===== src/rtl/hilbert_frame_feeder_pkg.sv =====
// Shared definitions for the Hilbert frame feeder: FSM encoding and default sizes.
package hilbert_frame_feeder_pkg;

  localparam int DATA_W_DEF  = 16;
  localparam int N_TAPS_DEF  = 16;
  localparam int ADDR_W_DEF  = 8;
  localparam int ACC_W_DEF   = 36;
  localparam int TMO_CYC_DEF = 255;

  typedef enum logic [2:0] {
    ST_IDLE      = 3'd0,
    ST_PREFETCH  = 3'd1,
    ST_STREAM    = 3'd2,
    ST_WAIT_DONE = 3'd3,
    ST_HOLD_RES  = 3'd4
  } feed_state_e;

endpackage


===== src/rtl/hilbert_frame_feeder_addr_gen.sv =====
// Address generator for one frame: wrapping sample address, coefficient
// index and beat counter. Addresses run one beat ahead of the data beats
// and stop at the last tap so the RAMs are never read past the frame.
module hilbert_frame_feeder_addr_gen
  import hilbert_frame_feeder_pkg::*;
#(
  parameter int ADDR_W = ADDR_W_DEF,
  parameter int N_TAPS = N_TAPS_DEF,
  parameter int CW     = $clog2(N_TAPS)
) (
  input  logic              clk,
  input  logic              rst_n,
  input  logic              load,
  input  logic [ADDR_W-1:0] base,
  input  logic              prefetch,
  input  logic              stream,
  output logic [ADDR_W-1:0] smp_addr,
  output logic [CW-1:0]     coef_addr,
  output logic [CW-1:0]     beat_cnt,
  output logic              last_beat
);

  logic [ADDR_W-1:0] smp_addr_r;
  logic [CW-1:0]     coef_addr_r;
  logic [CW-1:0]     beat_cnt_r;
  logic              advance_s;

  // Advance addresses in PREFETCH and in STREAM until the last tap is addressed.
  always_comb begin
    advance_s = 1'b0;
    if (prefetch) begin
      advance_s = 1'b1;
    end else if (stream && (beat_cnt_r < CW'(N_TAPS - 2))) begin
      advance_s = 1'b1;
    end else begin
      advance_s = 1'b0;
    end
  end

  // Address and beat counter registers; sample address wraps modulo 2^ADDR_W.
  always_ff @(posedge clk or negedge rst_n) begin
    if (!rst_n) begin
      smp_addr_r  <= {ADDR_W{1'b0}};
      coef_addr_r <= {CW{1'b0}};
      beat_cnt_r  <= {CW{1'b0}};
    end else if (load) begin
      smp_addr_r  <= base;
      coef_addr_r <= {CW{1'b0}};
      beat_cnt_r  <= {CW{1'b0}};
    end else begin
      if (advance_s) begin
        smp_addr_r  <= smp_addr_r + ADDR_W'(1);
        coef_addr_r <= coef_addr_r + CW'(1);
      end
      if (stream) begin
        beat_cnt_r <= beat_cnt_r + CW'(1);
      end
    end
  end

  assign smp_addr  = smp_addr_r;
  assign coef_addr = coef_addr_r;
  assign beat_cnt  = beat_cnt_r;
  assign last_beat = (beat_cnt_r == CW'(N_TAPS - 1));

endmodule


===== src/rtl/hilbert_frame_feeder.sv =====
// Initiator between sample/coefficient RAMs and the Hilbert transform core:
// streams one frame of N_TAPS beats, waits for the core result and holds it
// on a valid/ready port. All outputs are registered.
module hilbert_frame_feeder
  import hilbert_frame_feeder_pkg::*;
#(
  parameter int DATA_W  = DATA_W_DEF,
  parameter int N_TAPS  = N_TAPS_DEF,
  parameter int ADDR_W  = ADDR_W_DEF,
  parameter int ACC_W   = ACC_W_DEF,
  parameter int TMO_CYC = TMO_CYC_DEF
) (
  input  logic                      clk,
  input  logic                      rst_n,
  input  logic                      frame_req,
  input  logic [ADDR_W-1:0]         frame_base,
  output logic [ADDR_W-1:0]         smp_addr,
  input  logic [DATA_W-1:0]         smp_data,
  output logic [$clog2(N_TAPS)-1:0] coef_addr,
  input  logic [DATA_W-1:0]         coef_data,
  output logic                      core_start,
  output logic                      core_in_vld,
  output logic [DATA_W-1:0]         core_x,
  output logic [DATA_W-1:0]         core_h,
  input  logic                      core_busy,
  input  logic                      core_done,
  input  logic [ACC_W-1:0]          core_res,
  output logic                      res_valid,
  input  logic                      res_ready,
  output logic [ACC_W-1:0]          res_data,
  output logic                      feed_busy,
  output logic                      err_tmo
);

  localparam int CW = $clog2(N_TAPS);
  localparam int TW = $clog2(TMO_CYC + 1);

  feed_state_e       state_r, state_s;
  logic [TW-1:0]     tmo_cnt_r, tmo_cnt_s;
  logic              tmo_hit_s;
  logic              load_s;
  logic [CW-1:0]     beat_cnt_s;
  logic              last_beat_s;

  logic [DATA_W-1:0] core_x_r, core_x_s;
  logic [DATA_W-1:0] core_h_r, core_h_s;
  logic              core_start_r, core_start_s;
  logic              core_in_vld_r, core_in_vld_s;
  logic [ACC_W-1:0]  res_data_r, res_data_s;
  logic              res_valid_r, res_valid_s;
  logic              feed_busy_r, feed_busy_s;
  logic              err_tmo_r, err_tmo_s;

  // The core busy flag carries no control meaning for the feeder.
  logic              unused_core_busy_s;
  assign unused_core_busy_s = core_busy;

  assign load_s    = (state_r == ST_IDLE) && frame_req;
  assign tmo_hit_s = (tmo_cnt_r == TW'(TMO_CYC - 1));

  hilbert_frame_feeder_addr_gen #(
    .ADDR_W (ADDR_W),
    .N_TAPS (N_TAPS),
    .CW     (CW)
  ) u_addr_gen (
    .clk       (clk),
    .rst_n     (rst_n),
    .load      (load_s),
    .base      (frame_base),
    .prefetch  (state_r == ST_PREFETCH),
    .stream    (state_r == ST_STREAM),
    .smp_addr  (smp_addr),
    .coef_addr (coef_addr),
    .beat_cnt  (beat_cnt_s),
    .last_beat (last_beat_s)
  );

  // FSM state register.
  always_ff @(posedge clk or negedge rst_n) begin
    if (!rst_n) begin
      state_r <= ST_IDLE;
    end else begin
      state_r <= state_s;
    end
  end

  // Next-state logic; requests outside IDLE and done outside WAIT_DONE are ignored.
  always_comb begin
    state_s = state_r;
    case (state_r)
      ST_IDLE: begin
        if (frame_req) state_s = ST_PREFETCH;
        else           state_s = ST_IDLE;
      end
      ST_PREFETCH: state_s = ST_STREAM;
      ST_STREAM: begin
        if (last_beat_s) state_s = ST_WAIT_DONE;
        else             state_s = ST_STREAM;
      end
      ST_WAIT_DONE: begin
        if (core_done)      state_s = ST_HOLD_RES;
        else if (tmo_hit_s) state_s = ST_IDLE;
        else                state_s = ST_WAIT_DONE;
      end
      ST_HOLD_RES: begin
        if (res_valid_r && res_ready) state_s = ST_IDLE;
        else                          state_s = ST_HOLD_RES;
      end
      default: state_s = ST_IDLE;
    endcase
  end

  // Next values of the registered outputs and of the timeout counter.
  always_comb begin
    core_x_s      = core_x_r;
    core_h_s      = core_h_r;
    core_start_s  = 1'b0;
    core_in_vld_s = 1'b0;
    res_data_s    = res_data_r;
    res_valid_s   = 1'b0;
    err_tmo_s     = err_tmo_r;
    tmo_cnt_s     = {TW{1'b0}};
    feed_busy_s   = (state_s != ST_IDLE);
    case (state_r)
      ST_IDLE: begin
        if (frame_req) err_tmo_s = 1'b0;
        else           err_tmo_s = err_tmo_r;
      end
      ST_PREFETCH: begin
        core_in_vld_s = 1'b0;
      end
      ST_STREAM: begin
        core_x_s      = smp_data;
        core_h_s      = coef_data;
        core_in_vld_s = 1'b1;
        core_start_s  = (beat_cnt_s == {CW{1'b0}});
      end
      ST_WAIT_DONE: begin
        if (core_done) begin
          res_data_s  = core_res;
          res_valid_s = 1'b1;
        end else if (tmo_hit_s) begin
          err_tmo_s = 1'b1;
        end else begin
          tmo_cnt_s = tmo_cnt_r + TW'(1);
        end
      end
      ST_HOLD_RES: begin
        if (res_ready) res_valid_s = 1'b0;
        else           res_valid_s = 1'b1;
      end
      default: begin
        res_valid_s = 1'b0;
      end
    endcase
  end

  // Output, result and timeout registers; reset clears everything at once.
  always_ff @(posedge clk or negedge rst_n) begin
    if (!rst_n) begin
      core_x_r      <= {DATA_W{1'b0}};
      core_h_r      <= {DATA_W{1'b0}};
      core_start_r  <= 1'b0;
      core_in_vld_r <= 1'b0;
      res_data_r    <= {ACC_W{1'b0}};
      res_valid_r   <= 1'b0;
      feed_busy_r   <= 1'b0;
      err_tmo_r     <= 1'b0;
      tmo_cnt_r     <= {TW{1'b0}};
    end else begin
      core_x_r      <= core_x_s;
      core_h_r      <= core_h_s;
      core_start_r  <= core_start_s;
      core_in_vld_r <= core_in_vld_s;
      res_data_r    <= res_data_s;
      res_valid_r   <= res_valid_s;
      feed_busy_r   <= feed_busy_s;
      err_tmo_r     <= err_tmo_s;
      tmo_cnt_r     <= tmo_cnt_s;
    end
  end

  assign core_x      = core_x_r;
  assign core_h      = core_h_r;
  assign core_start  = core_start_r;
  assign core_in_vld = core_in_vld_r;
  assign res_data    = res_data_r;
  assign res_valid   = res_valid_r;
  assign feed_busy   = feed_busy_r;
  assign err_tmo     = err_tmo_r;

endmodule


===== config.mk =====
export PLATFORM = sky130hd
export DESIGN_NAME = hilbert_frame_feeder
export DESIGN_NICKNAME = d
export VERILOG_FILES = /design/src/rtl/hilbert_frame_feeder_pkg.sv /design/src/rtl/hilbert_frame_feeder_addr_gen.sv /design/src/rtl/hilbert_frame_feeder.sv
export SDC_FILE = /design/constraint.sdc
export NUM_CORES = 1
export LEC_CHECK = 0
export ABC_AREA = 1
export BUFFER_PORTS_ARGS = -buffer_cell sky130_fd_sc_hd__buf_2
export CORE_ASPECT_RATIO = 1.2
export CORE_MARGIN = 1.5
export CORE_UTILIZATION = 49
export CTS_BUF_LIST = sky130_fd_sc_hd__clkbuf_8
export DETAILED_ROUTE_END_ITERATION = 8
export GPL_ROUTABILITY_DRIVEN = 1
export PLACE_DENSITY = 0.91
export SLEW_MARGIN = 20
export SYNTH_ARGS = -nofsm -noshare
export SYNTH_HDL_FRONTEND = slang
export SYNTH_HIERARCHICAL = 1
export SYNTH_SLANG_ARGS = --single-unit
export TNS_END_PERCENT = 10

===== constraint.sdc =====
create_clock -name clk -period 2 [get_ports clk]
set_clock_uncertainty 0.15 [all_clocks]
set_input_delay 0.1 -clock clk [delete_from_list [all_inputs] [get_ports clk]]
set_output_delay 0.1 -clock clk [all_outputs]
set_load 0.03 [all_outputs]

==> Word-level counts from Yosys, hierarchy flattened <==
Cells that the tools add are included.
{ "word_totals": {"ff_bits": 100, "latch_bits": 0, "mem_bits_rw": 0, "romBits": 0, "inputBits": 82, "output_inout_bits": 85, "n_memories": 0} }
{ "classes": {"n_addsub": 4, "n_mul": 0, "div_mod_pow": 0, "order_cmp": 1, "n_eq_ne": 9, "n_shift": 0, "muxes": 26, "bitwise": 0, "reduce_logical": 11} }
{ "ops": {"columns": ["op", "count"], "rows": [
  ["$mux 8", 5],
  ["$add 8x1->8 const B", 2],
  ["$mux 4", 4],
  ["$pmux 3 s5", 1],
  ["$mux 1", 11],
  ["$add 4x1->4 const B", 2],
  ["$eq 8x8->1 const B", 1],
  ["$eq 3x2->1 const B", 2],
  ["$mux 3", 2],
  ["$ne 2x2->1 const B", 3],
  ["$reduce_bool 2->1", 3],
  ["$eq 4x4->1 const B", 1],
  ["$logic_not 4->1", 1],
  ["$lt 4x4->1 const B", 1],
  ["$pmux 1 s2", 2],
  ["$reduce_and 4->1", 1],
  ["$eq 3x1->1 const B", 1],
  ["$eq 3x3->1 const B", 1],
  ["$logic_and 1x1->1", 3],
  ["$logic_not 3->1", 1],
  ["$reduce_bool 3->1", 1],
  ["$mux 2", 1],
  ["$reduce_and 2->1", 1]
]} }

==> Longest topological paths before layout <==
Gate-level depths: netlist of the first run.
{ "depth": {"ltp_word": 6, "ltp_mapped": 10, "depth_no_buf": 9} }

==> Modules after synthesis <==
The synthesis of the first run kept the hierarchy.
{ "modules_own_cells": {"columns": ["mod", "instances", "cells_per_inst", "area_per_inst_um2"], "rows": [
  ["hilbert_frame_feeder", 1, 377, 3288.2],
  ["hilbert_frame_feeder_addr_gen", 1, 125, 938.4]
]} }

==> Worst setup path before layout of the first run <==
OpenSTA, ideal clock, no wires.
{ "synth_path": {"kind": "reg2reg", "from": "reg state_r[0]", "to": "reg u_addr_gen.smp_addr_r[4], in the netlist u_addr_gen/smp_addr[4]", "arrival_time_ps": 1523, "required_ps": 1781, "setup_slack_ps": 258, "path_stages_with_launch": 8, "path_buffers": 1, "path_cell_list": "dfrtp_1 -> nand3b_2 -> inv_2 -> buf_2 -> nand2_2 -> a21oi_2 -> nand2_1 -> nand3_1"} }
{ "synth_between": {"elab_chain_len": 5, "word_cells_on_any_way": 9} }
{ "synth_lines": {"columns": ["element", "line", "rtl"], "rows": [
  ["from (decl)", "hilbert_frame_feeder.sv:38", "feed_state_e state_r, state_s;"],
  ["from (signal assigned)", "hilbert_frame_feeder.sv:83", "state_r <= state_s;"],
  ["$eq 3x2->1", "hilbert_frame_feeder.sv:71", ".stream (state_r == ST_STREAM),"],
  ["$logic_and 1x1->1", "hilbert_frame_feeder_addr_gen.sv:33", "end else if (stream && (beat_cnt_r < CW'(N_TAPS - 2))) begin"],
  ["$mux 1", "hilbert_frame_feeder_addr_gen.sv:33", null],
  ["$mux 1", "hilbert_frame_feeder_addr_gen.sv:31", "if (prefetch) begin"],
  ["$reduce_bool 2->1 (no line)", null, null],
  ["to (signal assigned)", "hilbert_frame_feeder_addr_gen.sv:43", "smp_addr_r <= {ADDR_W{1'b0}};"],
  ["to (signal assigned)", "hilbert_frame_feeder_addr_gen.sv:47", "smp_addr_r <= base;"],
  ["to (signal assigned)", "hilbert_frame_feeder_addr_gen.sv:52", "smp_addr_r <= smp_addr_r + ADDR_W'(1);"],
  ["to (decl)", "hilbert_frame_feeder_addr_gen.sv:23", "logic [ADDR_W-1:0] smp_addr_r;"]
]} }
Several ways; a longest one is shown, not always the timed one.
A chain may end at the register's enable or synchronous reset.

==> Final worst setup path of the first run <==
{ "layout_path": {"from": "reg state_r[1]", "to": "reg u_addr_gen.smp_addr_r[7], in the netlist u_addr_gen/smp_addr[7]"} }
{ "layout_between": {"word_cells_on_any_way": 9} }
{ "layout_lines": {"columns": ["element", "line", "rtl"], "rows": [
  ["$logic_not 3->1 *", "hilbert_frame_feeder.sv:58", "assign load_s = (state_r == ST_IDLE) && frame_req;"],
  ["$logic_and 1x1->1 *", "hilbert_frame_feeder.sv:58", null],
  ["via load_s", "hilbert_frame_feeder.sv:41", "logic load_s;"],
  ["$mux 8 or $reduce_bool 2->1 (tied branches)", null, null]
]} }
The timed path passes the listed nets; every way through them passes the cells marked *.

==> flow_summary_export.csv, run 1 <==
group,metric,value,unit
run_status,status,"finished, final reports clean",
layout,antenna_cells,0,
layout,final_net_count,841,
routing,wl,12.55,mm
synth,synthCells,502,
layout,drive_gt1_share,26.35,%
clock_network,cts_buffers,9,
global_routing,overflow,0,
setup_path,worstPathArrival,1.98,ns
layout,regArea,2502,sq um
floorplan,coreArea,8243,sq um
setup_path,cp-end-kind,"flop",
synth,synth_edf_count,0,
synth,yosysWarnings,6,
power_and_ir_drop,finalPower,9.735,mW
synth,yosysSeqAreaShare,59.21,%
routing,dr.pass1.iters,5,
timing,worst_pin_slew,0.5862,ns
power_and_ir_drop,leakage,3.470,nW
timing,rsz0062_at_grt,"no",
synth,synth.distinct_cells,29,
timing,hold_viol_final,0,
synth,ys.flop_type,"dfrtp_1",
synth,postSynthAreaPerCell,8.419,sq um
timing,fin_crit_sh,93.48,%
routing,vias_per_cell,5.025,
layout,fillCellCount,523,
timing,fmax,0.5349,GHz
layout,post-route-cell-area,6192,sq um
floorplan,start_util,51.28,%
power_and_ir_drop,vdd_drop_max,0.9248,mV
setup_path,startpoint_type,"flop",
placed_design,place.port_buffers,165,
run,maxCapViolCount,0,
clock_network,root_buffer,"clkbuf_8",
global_routing,grt_pass1_vias,4605,
global_routing,antenna_found_initial,0,
routing,remaining_drc_errors,0,
hold_path,holdCritPathClass,"in -> async",
floorplan,die-area,9194,sq um
timing,layout_min_cycle_time,1.870,ns
global_routing,grt_usage,28.44,%
clock_network,clock_latency,0.35,ns
setup_path,required,2.11,ns
clock_network,htree_levels,3,
floorplan,io_pins,167,
global_routing,grt_max_degree,41,
placed_design,dpl_cell_area,5205,sq um
routing,drt_iter0_drc,229,
floorplan,num_rows,36,
floorplan,fp.dieH,104.7,um
timing,finalSetupTns,0,ns
routing,routed-wl-met2,6.632,mm
clock_network,tritoncts,"built",
routing,ant_nets,0,
layout,final_common_cell,"nand2_1",
floorplan,fp.dieW,87.78,um
layout,synthToLayoutAreaGrowth,46.51,%
synth,syn-num-nets,589,
layout,layout_common_cells,"nand2_1 (268), buf_2 (164), dfrtp_1 (100), dlygate4sd3_1 (81), nor2_1 (28)",
synth,ys_seq_elements,100,
clock_network,cts_resized,0,
layout,fin_cells,873,
synth,syn_area,4227,sq um
timing,slew_viol_final,0,
routing,route.vias.total,4387,
setup_path,critPathMaxFanout,11,
timing,hold_slack,0.1111,ns
layout,multi_input_area,1535,sq um
routing,top_layer,"met4",
power_and_ir_drop,power_density,1572,nW/um^2
placed_design,gp_congestion,0.8397,
placed_design,dp_cells,776,
global_routing,grt_pass1_wl,20.44,mm
synth,synthArstFlopShare,100.0,%
routing,wl_met1,4.662,mm
timing,slew_headroom,60.86,%
placed_design,place_hpwl,7.493,mm
clock_network,clk_pin_slew,0.09,ns
routing,post_drt_wl_per_cell,14.37,um
routing,wl_met3,641,um
setup_path,worstSetupPathType,"reg -> reg",
clock_network,clock_path_buffers,2,
clock_network,cts.sinks,100,
timing,finalSetupViolations,0,
## final timing paths
| kind | slack [ns] | cells past startpoint | endpoint | startpoint |
|---|---|---|---|---|
| worst max register to register | 0.13 | 8 | u_addr_gen/smp_addr[7]$_DFFE_PN0P_ | state_r[1]$_DFF_PN0_ |
| max in group asynchronous | 1.00 | 3 | res_data[23]$_DFFE_PN0P_ | rst_n |
| worst min-delay path | 0.11 | 2 | res_data[31]$_DFFE_PN0P_ | rst_n |
| worst min register to register | 0.34 | 2 | core_h[10]$_DFFE_PN0P_ | core_h[10]$_DFFE_PN0P_ |
| worst max-delay path | 0.13 | 8 | u_addr_gen/smp_addr[7]$_DFFE_PN0P_ | state_r[1]$_DFF_PN0_ |
| min in group clk | 0.32 | 4 | core_x[0]$_DFFE_PN0P_ | smp_data[0] |
## final cells by class
type                    instances  area share [%]
flip-flops and latches        100           40.41
repair buffers                256           27.88
multi-input cells             358           24.79
well taps                     114           2.303
clock buffers                  10           2.223
inverters                      29           1.758
clock inverters                 6          0.6264
## kinds of logic (layout without fill, tap and decap cells)
group,Yosys count,count (layout),synth area share [%]
buf+inv,44,301,4.470
fa+ha+maj,5,5,1.480
xor+xnor,5,5,1.036
mux,1,1,0.2368
compound gates,18,18,2.398
flops,100,100,59.21
simple gates,329,329,31.17
## synth_stat cells, types with 3 or more instances
cell type / number / share of area [%]
nand2_1: 268 / 24
dfrtp_1: 100 / 59
nor2_1: 28 / 2.5
inv_1: 26 / 2.3
nand3_1: 15 / 1.8
buf_2: 10 / 1.2
nand4_1: 7 / 1.0
o21ai_0: 7 / 0.83
a21oi_1: 6 / 0.71
ha_1: 5 / 1.5
buf_4: 3 / 0.53
inv_2: 3 / 0.27
xnor2_1: 3 / 0.62
## power breakdown
group	leakage, nW	internal (mW)	switching [mW]
Combinational	2.11	1.50	3.56
Sequential	1.27	2.90	0.606
Clock	0.0938	0.485	0.687
Total	3.47	4.88	4.85
## critical path, stage by stage (launching register included)
cell     delay [ns]
dfrtp_1        0.44
nor2_1         0.20
nand3_1        0.15
inv_1          0.25
inv_1          0.25
nand4_1        0.16
nand2_1        0.06
inv_1          0.06
nand2_1        0.04
## per-stage QoR
stage / setup WS (ns) / util, %
2_1_floorplan: 0.2582 / -
3_3_place_gp: 0.3098 / 63.15
3_5_place_dp: 0.2084 / 63.15
4_1_cts: 0.1629 / 75.12
5_1_grt: 0.000009992 / 75.12
6_report: 0.1305 / 75.12
## state kept, by name, summed over array words and instances, names as in the netlist
register,count
err_tmo,1
core_start,1
u_addr_gen/beat_cnt,4
u_addr_gen/coef_addr,4
core_in_vld,1
res_data,36
feed_busy,1
u_addr_gen/smp_addr,8
tmo_cnt_r,8
core_h,16
state_r,3
res_valid,1
core_x,16
## routing by layer
metal	global-route usage [%]	up-vias
met3	5.055	64
met5	0	-
li1	-	2044
met4	17.23	0
met1	31.37	2064
met2	49.51	215
## timing repair
action	4_1_cts	5_1_grt
buffers inserted	0	0
hold buffers	81	0
hold endpoints to repair	153	0
(Power assumes the default switching activity.)
==> run 2, diff against run 1 <==
- SYNTH_HIERARCHICAL: 1 -> not set
==> flow_summary_export.csv, run 2 <==
group,metric,value,unit
timing,rsz0062_at_grt,"no",
setup_path,worstSetupPathType,"reg -> reg",
routing,dr.pass1.iters,4,
timing,layout_min_cycle_time,1.718,ns
synth,ys.flop_type,"dfrtp_1",
clock_network,root_buffer,"clkbuf_8",
placed_design,place.port_buffers,165,
layout,final_common_cell,"nand2_1",
hold_path,holdCritPathClass,"in -> reg",
global_routing,grt_pass1_wl,19.73,mm
layout,layout_common_cells,"nand2_1 (270), buf_2 (164), dfrtp_1 (100), dlygate4sd3_1 (79), nand3_1 (23)",
global_routing,grt_max_degree,46,
global_routing,antenna_found_initial,0,
clock_network,cts.sinks,100,
clock_network,htree_levels,3,
synth,syn-num-nets,586,
synth,muxShareOfSynthArea,0,%
routing,vias_per_cell,5.008,
timing,fmax,0.5822,GHz
synth,synthCells,498,
setup_path,required,2.14,ns
setup_path,startpoint_type,"flop",
routing,post_drt_wl_per_cell,13.98,um
synth,syn_area,4214,sq um
synth,synth_fa_ha_area_share,1.781,%
clock_network,tritoncts,"built",
synth,yosysSeqAreaShare,59.38,%
floorplan,die-area,9167,sq um
run_status,status,"finished, final reports clean",
synth,synth_top_family_by_area,"simple AND/OR/NAND/NOR gates",
layout,antenna_cells,0,
power_and_ir_drop,switchingPower,4.719,mW
synth,yosysWarnings,0,
routing,remaining_drc_errors,0,
power_and_ir_drop,combPwrFrac,50.4,%
power_and_ir_drop,power_frac_clock,13.7,%
floorplan,num_rows,36,
setup_path,worstPathArrival,1.86,ns
power_and_ir_drop,vdd_drop_max,1.025,mV
power_and_ir_drop,power_switching_share,48.48,%
synth,postSynthAreaPerCell,8.462,sq um
setup_path,cp-end-kind,"flop",
synth,synth_top_area_share,59.38,%
synth,synth.most_common_cell,"nand2_1",
synth,synthSimpleGateAreaFrac,31.41,%
layout,largest_reg_flops,36,
timing,fin_crit_sh,85.89,%
floorplan,fp.dieW,87.66,um
timing,slew_viol_final,0,
routing,route.vias.total,4327,
synth,synth_edf_count,0,
synth,synth_commonest_cells,"nand2_1 (270), dfrtp_1 (100), nand3_1 (23), inv_1 (20), nor2_1 (19)",
routing,drt_iter0_drc,248,
synth,synth.distinct_cells,29,
placed_design,gp_congestion,0.8562,
floorplan,io_pins,167,
power_and_ir_drop,power_density,1576,nW/um^2
floorplan,coreArea,8243,sq um
power_and_ir_drop,p_seq_share,35.9,%
layout,fin_util,74.95,%
clock_network,cts_buffers,9,
clock_network,clock_path_buffers,2,
floorplan,fp.dieH,104.6,um
setup_path,ff2ff_setup_slack,0.28,ns
power_and_ir_drop,finalPower,9.734,mW
layout,drive_gt1_share,26.67,%
synth,synthTopCellsByArea,"dfrtp_1 (59%), nand2_1 (24%), nand3_1 (2.7%)",
power_and_ir_drop,leakage,3.462,nW
placed_design,place_hpwl,7.240,mm
synth,yosysTopAreaCell,"dfrtp_1",
timing,hold_viol_final,0,
clock_network,cts_resized,0,
routing,ant_nets,0,
global_routing,grt_pass1_vias,4346,
global_routing,grt_usage,27.59,%
timing,finalSetupViolations,0,
timing,slew_headroom,62.28,%
synth,synth-compound-area-share,2.405,%
synth,synthArstFlopShare,100.0,%
synth,ys_seq_elements,100,
routing,wl,12.08,mm
synth,synth-xor-area-share,0.6235,%
global_routing,overflow,0,
layout,synthToLayoutAreaGrowth,46.62,%
clock_network,clk_pin_slew,0.09,ns
power_and_ir_drop,p_int,5.015,mW
layout,final_net_count,833,
timing,worst_pin_slew,0.5649,ns
setup_path,critPathMaxFanout,36,
timing,finalSetupTns,0,ns
run,maxCapViolCount,0,
clock_network,clock_latency,0.36,ns
floorplan,start_util,51.12,%
## run 2: cell count changes in the layout (fill, tap and decap cells not counted), sizes merged, moves of 3 or more
cell   before  now
nand4       7    3
inv        31   25
nor2       29   20
or2         0    3
o21ai       7   13
nand3      15   25
## run 2: power by group through the flow
stage	Clock [mW]	Sequential (mW)	Combinational [mW]
after floorplan	0	5.01	1.75
final	1.33	3.49	4.91
after global placement	0	3.43	4.56
after global routing	1.45	3.59	5.36
after CTS	1.37	3.46	4.84
after detailed placement	0	3.46	4.72
## run 2: final cells by class
cell class	count	area, sq um
Sequential cell	100	2502
Fill cell	545	2064
Timing Repair Buffer	252	1704
Multi-Input combinational cell	358	1526
Clock buffer	12	165.2
Tap cell	114	142.6
Inverter	24	90.09
Clock inverter	4	47.55
## run 2: cell families (layout without fill, tap and decap cells)
kind of cell | after synthesis | after routing
buf+inv | 40 | 292
compound gates | 19 | 19
fa+ha+maj | 6 | 6
simple gates | 330 | 330
flops | 100 | 100
xor+xnor | 3 | 3
## run 2: path summary, 6_finish.rpt
| check | startpoint | to | cells past startpoint |
|---|---|---|---|
| worst max-delay path | state_r[2]$_DFF_PN0_ | res_data[8]$_DFFE_PN0P_ | 5 |
| worst min register to register | core_h[2]$_DFFE_PN0P_ | core_h[2]$_DFFE_PN0P_ | 2 |
| worst max register to register | state_r[2]$_DFF_PN0_ | res_data[8]$_DFFE_PN0P_ | 5 |
| worst min-delay path | frame_req | err_tmo$_DFFE_PN0P_ | 4 |
| min in group asynchronous | rst_n | res_data[7]$_DFFE_PN0P_ | 2 |
| max in group asynchronous | rst_n | core_h[8]$_DFFE_PN0P_ | 3 |
## run 2: critical path: stages, from the launching register on
cell,delay [ns]
dfrtp_1,0.43
inv_2,0.09
nand4_1,0.19
inv_2,0.49
nand2_1,0.18
nand2_1,0.11
## run 2: metal layers
layer	wire [um]	vias up	global-route usage, %
li1	-	2027	-
met1	4576	2053	32.07
met2	6225	196	46.43
met3	743	51	5.450
met4	534	0	16.10
met5	0	-	0
## run 2: repair_timing
item | 4_1_cts | 5_1_grt
hold buffers | 79 | 0
setup buffers | 0 | 0
hold endpoints to repair | 186 | 0
## run 2: metrics by stage
stage,hold WS [ns],setup slack (ns),instance area [sq um],cells
floorplan,-0.3456,0.4622,4214,498
global placement,-0.06737,0.3624,5175,769
detailed placement,-0.05848,0.3362,5175,769
CTS,0.08162,0.3309,6178,864
global route,0.1224,0.1513,6178,864
finish,0.09476,0.2822,6178,864
==> run 3, diff against run 2 <==
- CTS_BUF_LIST: sky130_fd_sc_hd__clkbuf_8 -> sky130_fd_sc_hd__clkbuf_2 sky130_fd_sc_hd__clkbuf_4 sky130_fd_sc_hd__clkbuf_8
==> flow_summary_export.csv, run 3 (same netlist as run 2, synthesis figures left out) <==
group,metric,value,unit
run_status,status,"finished, final reports clean",
power_and_ir_drop,switchingPower,4.724,mW
power_and_ir_drop,power_switching_share,48.42,%
layout,synthToLayoutAreaGrowth,46.70,%
setup_path,critPathMaxFanout,36,
layout,multi_input_area,1526,sq um
placed_design,gp_congestion,0.8562,
floorplan,start_util,51.12,%
routing,post_drt_wl_per_cell,13.97,um
power_and_ir_drop,combPwrFrac,50.3,%
setup_path,worstReg2RegStart,"state_r[2]$_DFF_PN0_",
clock_network,htree_levels,3,
global_routing,grt_pass1_wl,19.68,mm
setup_path,ff2ff_setup_slack,0.28,ns
timing,slew_headroom,61.83,%
timing,finalSetupTns,0,ns
power_and_ir_drop,leakage,3.461,nW
layout,layout_common_cells,"nand2_1 (270), buf_2 (164), dfrtp_1 (100), dlygate4sd3_1 (79), nand3_1 (23)",
power_and_ir_drop,power_density,1578,nW/um^2
layout,largest_reg_flops,36,
global_routing,grt_pass1_vias,4338,
layout,fillCellCount,544,
global_routing,grt_busiest_layer,"met2",
global_routing,overflow,0,
setup_path,startpoint_type,"flop",
run,maxCapViolCount,0,
clock_network,clock_path_buffers,2,
timing,finalSetupViolations,0,
layout,antenna_cells,0,
timing,rsz0062_at_grt,"no",
placed_design,dp_slack,0.3362,ns
routing,route.vias.total,4340,
setup_path,required,2.14,ns
setup_path,worstPathArrival,1.86,ns
timing,fin_crit_sh,86.06,%
global_routing,antenna_found_initial,0,
timing,worst_pin_slew,0.5717,ns
hold_path,holdCritPathClass,"in -> async",
setup_path,cp-startpoint,"state_r[2]$_DFF_PN0_",
routing,vias_per_cell,5.023,
global_routing,grtUsageMet3,5.450,%
power_and_ir_drop,vdd_drop_max,1.026,mV
layout,post-route-cell-area,6182,sq um
power_and_ir_drop,p_seq_share,35.8,%
layout,regArea,2502,sq um
placed_design,dpl_cell_area,5175,sq um
floorplan,fp.dieW,87.66,um
setup_path,worstSetupPathType,"reg -> reg",
routing,dr.pass1.iters,5,
global_routing,grtUsageMet1,31.86,%
power_and_ir_drop,p_int,5.034,mW
placed_design,place_hpwl,7.240,mm
routing,remaining_drc_errors,0,
power_and_ir_drop,power_frac_clock,13.9,%
clock_network,cts.sinks,100,
routing,ant_nets,0,
timing,worst_slack,0.2788,ns
timing,fmax,0.5810,GHz
global_routing,grt_usage,27.54,%
timing,layout_min_cycle_time,1.721,ns
timing,slew_viol_final,0,
power_and_ir_drop,finalPower,9.758,mW
floorplan,die-area,9167,sq um
timing,hold_viol_final,0,
clock_network,cts_setup_buffers,0,
floorplan,num_rows,36,
layout,final_net_count,833,
clock_network,root_buffer,"clkbuf_8",
setup_path,cp-end-kind,"flop",
clock_network,clk_pin_slew,0.09,ns
floorplan,fp.dieH,104.6,um
placed_design,place.port_buffers,165,
global_routing,grt_max_degree,46,
layout,final_common_cell,"nand2_1",
floorplan,coreArea,8243,sq um
clock_network,tritoncts,"built",
layout,drive_gt1_share,26.80,%
routing,wl,12.07,mm
global_routing,use_met2,46.70,%
floorplan,io_pins,167,
clock_network,cts_buffers,9,
clock_network,clock_latency,0.36,ns
routing,drt_iter0_drc,228,
run 3: power by group through the flow:
stage	sequential, mW	combinational [mW]	clock [mW]
final	3.50	4.91	1.35
after global routing	3.59	5.35	1.47
after CTS	3.46	4.84	1.39
after detailed placement	3.46	4.72	0
after global placement	3.43	4.56	0
after floorplan	5.01	1.75	0
run 3: what timing repair did:
| item | in CTS | in global routing |
|---|---|---|
| endpoints found under the hold margin | 186 | 0 |
| resized for setup | 0 | 0 |
| hold buffers | 79 | 0 |
run 3: metal layers:
| metal | vias up | part of all wire [%] |
|---|---|---|
| met3 | 49 | 6.1 |
| met1 | 2071 | 38 |
| met2 | 192 | 52 |
| met4 | 0 | 4.3 |
| met5 | - | 0 |
| li1 | 2028 | - |
run 3: path summary, 6_finish.rpt:
kind / to / cells after the start
worst max register to register: res_data[8]$_DFFE_PN0P_ / 5
min in group clk: err_tmo$_DFFE_PN0P_ / 4
worst min register to register: core_x[5]$_DFFE_PN0P_ / 2
worst max-delay path: res_data[8]$_DFFE_PN0P_ / 5
max in group asynchronous: core_h[6]$_DFFE_PN0P_ / 3
worst min-delay path: res_data[7]$_DFFE_PN0P_ / 2
run 3: worst max-delay path, cell delays in order (launching register included):
cell,delay [ns]
dfrtp_1,0.43
inv_2,0.09
nand4_1,0.19
inv_2,0.50
nand2_1,0.18
nand2_1,0.11
run 3: area by class of cell:
| class | instances | area share, % |
|---|---|---|
| clock buffers | 13 | 2.793 |
| clock inverters | 3 | 0.7084 |
| inverters | 24 | 1.457 |
| multi-input cells | 358 | 24.69 |
| flip-flops and latches | 100 | 40.48 |
| well taps | 114 | 2.307 |
| repair buffers | 252 | 27.57 |
run 3: per-stage QoR:
stage / instances / util, % / hold WS, ns
3_5_place_dp: 769 / 62.78 / -0.05848
4_1_cts: 864 / 75.00 / 0.08162
6_report: 864 / 75.00 / 0.09544
3_3_place_gp: 769 / 62.78 / -0.06737
2_1_floorplan: 498 / - / -0.3456
5_1_grt: 864 / 75.00 / 0.1224
